<file path="src/rtl/riscv32ima_issue_ctrl.sv">
// Issue control: register scoreboard with clear bypass and
// redirect drain/refill sequencing in front of the ALU.
module riscv32ima_issue_ctrl #(
  parameter int REG_ADDR_WIDTH = 5,
  parameter int REFILL_CYCLES  = 2
) (
  input  logic                      clk,
  input  logic                      nrst,
  input  logic                      dec_valid,
  output logic                      dec_ready,
  input  logic [REG_ADDR_WIDTH-1:0] dec_src0_addr,
  input  logic [REG_ADDR_WIDTH-1:0] dec_src1_addr,
  input  logic [REG_ADDR_WIDTH-1:0] dec_dst_addr,
  input  logic                      dec_uses_src0,
  input  logic                      dec_uses_src1,
  input  logic                      dec_writes_dst,
  output logic                      alu_issue_valid,
  input  logic                      alu_issue_ready,
  input  logic                      wback_reg_wen,
  input  logic [REG_ADDR_WIDTH-1:0] wback_reg_addr,
  input  logic                      squash_valid,
  input  logic [REG_ADDR_WIDTH-1:0] squash_addr,
  input  logic                      wback_pc_wen,
  output logic                      hazard,
  output logic [REG_ADDR_WIDTH:0]   pending_cnt,
  output logic [1:0]                state
);

  localparam int NREG = 2 ** REG_ADDR_WIDTH;

  typedef enum logic [1:0] {
    RUN    = 2'b00,
    DRAIN  = 2'b01,
    REFILL = 2'b10
  } state_e;

  state_e                  state_q, state_d;
  logic [3:0]              refill_q, refill_d;
  logic [NREG-1:0]         sb_q, sb_d;
  logic [NREG-1:0]         clr, set, busy;
  logic [REG_ADDR_WIDTH:0] cnt_q, cnt_d;
  logic                    dst_nz, run, fire;

  always_comb begin
    clr = '0;
    if (wback_reg_wen) clr[wback_reg_addr] = 1'b1;
    if (squash_valid)  clr[squash_addr]    = 1'b1;
  end

  // bits being cleared this cycle no longer block the decoder
  assign busy   = sb_q & ~clr;
  assign dst_nz = |dec_dst_addr;

  assign hazard = dec_valid &
    ((dec_uses_src0 & busy[dec_src0_addr]) |
     (dec_uses_src1 & busy[dec_src1_addr]) |
     (dec_writes_dst & dst_nz & busy[dec_dst_addr]));

  assign run = nrst & (state_q == RUN);

  assign alu_issue_valid = dec_valid & run & ~hazard
                         & ~wback_pc_wen;
  assign dec_ready = run & ~hazard & ~wback_pc_wen
                   & alu_issue_ready;
  assign fire = dec_valid & dec_ready;

  always_comb begin
    set = '0;
    if (fire && dec_writes_dst && dst_nz)
      set[dec_dst_addr] = 1'b1;
  end

  always_comb begin
    sb_d    = busy | set;
    sb_d[0] = 1'b0;
    cnt_d   = '0;
    for (int i = 0; i < NREG; i++)
      cnt_d = cnt_d + {{REG_ADDR_WIDTH{1'b0}}, sb_d[i]};
  end

  always_comb begin
    state_d  = state_q;
    refill_d = refill_q;
    unique case (state_q)
      RUN: begin
        if (wback_pc_wen) state_d = DRAIN;
      end
      DRAIN: begin
        if (!wback_pc_wen && cnt_q == '0 && set == '0) begin
          state_d  = REFILL;
          refill_d = 4'(REFILL_CYCLES);
        end
      end
      REFILL: begin
        if (wback_pc_wen) begin
          state_d = DRAIN;
        end else begin
          refill_d = refill_q - 4'd1;
          if (refill_q == 4'd1) state_d = RUN;
        end
      end
      default: begin
        state_d  = RUN;
        refill_d = '0;
      end
    endcase
  end

  always_ff @(posedge clk or negedge nrst) begin
    if (!nrst) begin
      state_q  <= RUN;
      refill_q <= '0;
      sb_q     <= '0;
      cnt_q    <= '0;
    end else begin
      state_q  <= state_d;
      refill_q <= refill_d;
      sb_q     <= sb_d;
      cnt_q    <= cnt_d;
    end
  end

  assign pending_cnt = cnt_q;
  assign state       = state_q;

endmodule
</file>
<file path="config.mk">
export PLATFORM = sky130hd
export DESIGN_NAME = riscv32ima_issue_ctrl
export DESIGN_NICKNAME = d
export VERILOG_FILES = /design/src/rtl/riscv32ima_issue_ctrl.sv
export SDC_FILE = /design/constraint.sdc
export NUM_CORES = 1
export LEC_CHECK = 0
export BUFFER_PORTS_ARGS = -buffer_cell sky130_fd_sc_hd__buf_2
export CAP_MARGIN = 20
export CORE_MARGIN = 8
export CORE_UTILIZATION = 60
export DETAILED_ROUTE_END_ITERATION = 10
export GPL_TIMING_DRIVEN = 1
export PLACE_DENSITY = 0.87
export SLEW_MARGIN = 10
export SYNTH_ARGS = -nofsm -noshare
export SYNTH_HDL_FRONTEND = slang
export SYNTH_SLANG_ARGS = --single-unit
export TNS_END_PERCENT = 5
</file>
<file path="constraint.sdc">
create_clock -name clk -period 7.9 [get_ports clk]
set_clock_uncertainty 0.1 [all_clocks]
set_input_delay 0.79 -clock clk [delete_from_list [all_inputs] [get_ports clk]]
set_output_delay 0.79 -clock clk [all_outputs]
set_load 0.1 [all_outputs]
</file>
==> out/metrics.yaml <==
yosys:
  netlist_instances: 473
  synth_area_leaders: "dfrtp_1 26%, fa_1 11%, o221ai_1 6.3%, ha_1 3.9%, o21ai_0 3.4%"
  syn_avg_cell_area_sq_um: 8.84
  synth_mux_area_share_pct: 2.78
  synthXorXnorAreaFrac_pct: 0.629
  yosysTopAreaCellShare_pct: 25.7
  yosys_warnings: 0
  ys_ff_latch: 43
  syn_area_sq_um: 4180
  synth-edff-count: 0
  synth_cell_types: 69
  synth_compound_area_share_pct: 28.3
  synth-main-ff-cell: "dfrtp_1"
  ys_seq_area_share_pct: 25.7
  synth-simple-area-share_pct: 22.1
  synth_top_family_by_area: "compound AO/OA/AOI/OAI gates"
  syn_nets: 544
  ys_async_sr_fraction_pct: 100
  synth_fa_ha_area_share_pct: 14.9
  yosys.area.top_type: "dfrtp_1"
clock_network:
  h-tree-depth: 2
  cts-root-buf: "clkbuf_8"
  cts_tree: "yes"
  hold_buffers: 0
  clockBufferDepth: 2
  cts.sinks: 43
  clock_latency_ns: 0.29
  clk_pin_slew_ns: 0.08
  numCtsBuffers: 5
hold_path:
  hold_path_class: "reg2reg"
final_layout:
  area_delta_synth_final_pct: 27.2
  final_common_cell: "buf_4"
  finalInstanceArea_sq_um: 5320
  final_cell_mix: "87 x buf_4, 45 x buf_2, 43 x dfrtp_1"
  drive_gt1_share_pct: 31.3
  fillers: 443
  diodes: 0
  final_cells: 668
  fin_nets: 658
critical_path:
  path_buf_inv: 8
  cp-end-kind: "register"
  crit_arrival_ns: 7.87
  cp.required_ns: 7.99
  crit_path_max_fanout: 4
  cp_slowest_cell: "fa_1"
  start_kind: "input pin"
  cp_top_family: "adder cells"
  crit_top_cell: "fa_1"
  critical_path.max_stage_delay_ns: 0.56
  worstSetupPathType: "in2reg"
detailed_routing:
  wl_per_cell_um: 25.1
  wirelength_mm: 16.8
  drtPass1Iterations: 5
  antenna_left: 0
  drc_errors: 0
  vias: 4885
  drt_first_iter_violations: 625
  drt-vias-per-instance: 7.31
global_routing:
  grtUsageTotal_pct: 33.0
  grt_max_degree: 44
  first_global_vias: 4585
  antenna_found_initial: 0
  grt_pass1_wl_mm: 25.4
  gr-total-overflow: 0
floorplan:
  die_area_sq_um: 9890
  coreArea_sq_um: 6760
  die_width_um: 99.5
  initial_core_util_pct: 61.9
  chipHeight_um: 99.5
  rows: 30
  io_pins: 46
placed_design:
  gp_congestion: 1.07
  numPortBuffers: 45
  dp.cells: 655
  place_area_sq_um: 5030
  dpl.hpwl_mm: 12.7
pwr:
  p_leak_nw: 2.41
  vdd_drop_max_v: 0.000149
  powerDensity_nw_per_um2: 136
timing:
  slew_headroom_pct: 59.6
  tightest_slew_ns: 0.605
  hold_violations: 0
  setup_viol: 0
  period_share_pct: 98.4
  period_needed_ns: 7.77
  holdWs_ns: 0.432
  max_freq_mhz: 129
  grt_setup_unrepaired: "no"
  slew_violations: 0
job:
  drv_cap: 0
outcome:
  status: "finished, final reports clean"
synthesized netlist by cell type (5+ instances only):
cell type and instances:
nand4bb_1 5, o221ai_1 30, nor3_1 7, nand4_1 10, nand3_1 17, nand4b_1 7
nand2b_1 7, clkbuf_1 19, a21oi_1 16, o21ai_1 11, mux2i_1 6, fa_1 23
and3_1 6, a21boi_0 7, nor2b_1 9, dfrtp_1 43, ha_1 13, nor2_1 21
o21ai_0 28, nand2_1 31, buf_1 5, inv_1 36, o221a_2 6, nor4_1 9
a21o_1 5, o21a_1 12
report_power, final:
part           switching (mW)  total, mW  leakage, nW  internal [mW]
combinational           0.223      0.329         1.77          0.106
clock                  0.0759      0.138       0.0412         0.0619
sequential             0.0180      0.257        0.595          0.239
total                   0.317      0.724         2.41          0.407
layer usage:
metal  part of all wire [%]  GRT usage (%)
met1                     37           42.8
met2                     43           48.3
met3                     14           9.78
met4                    6.5           17.8
met5                      0              0
final cells by class:
class	instances	area, sq um	share of cell area, %
sequential	43	1080	20.2
inverter	36	135	2.54
multi-input combinational	369	3040	57.2
tap	80	100	1.88
clock inverter	2	12.5	0.235
timing repair buffer	132	878	16.5
clock buffer	6	72.6	1.37
path summary, 6_finish.rpt:
| kind | slack (ns) | end | startpoint | cells after the start |
|---|---|---|---|---|
| min in group asynchronous | 0.49 | refill_q[2] | nrst | 2 |
| max | 0.13 | pending_cnt[4] | wback_reg_addr[0] | 27 |
| min | 0.43 | refill_q[2] | refill_q[2] | 1 |
| max in group asynchronous | 6.82 | pending_cnt[3] | nrst | 2 |
| min reg2reg | 0.43 | refill_q[2] | refill_q[2] | 1 |
| max reg2reg | 0.74 | pending_cnt[4] | sb_q[14] | 25 |
registers in the layout, summed over array words and instances (netlist names):
| register | flops |
|---|---|
| state | 2 |
| pending_cnt | 6 |
| refill_q | 4 |
| sb_q | 31 |
cells by family (layout without fill, tap and decap cells):
kind of cell / after synthesis / after routing
AOI/OAI and AO/OA: 162 / 162
buffers and inverters: 61 / 176
DFF: 43 / 43
xor gates and xnor gates: 3 / 3
adders and majority gates: 36 / 36
muxes: 9 / 9
and+or+nand+nor: 159 / 159
per-stage QoR:
stage               total power [mW]  setup TNS [ns]  setup WS [ns]  utilization, %
floorplan                      0.478               0         0.0673               -
global route                   0.763               0         0.0101            78.7
finish                         0.724               0          0.128            78.7
CTS                            0.709               0        0.00303            76.3
global placement               0.559          -0.536         -0.282            74.5
detailed placement             0.572          -0.894         -0.417            74.5
what timing repair did:
item,in CTS,in global routing
pin swaps,0,12
endpoints found under the setup margin,1,4
setup buffers,0,5
resized for setup,6,28
Power figures use the tool's default switching activity.
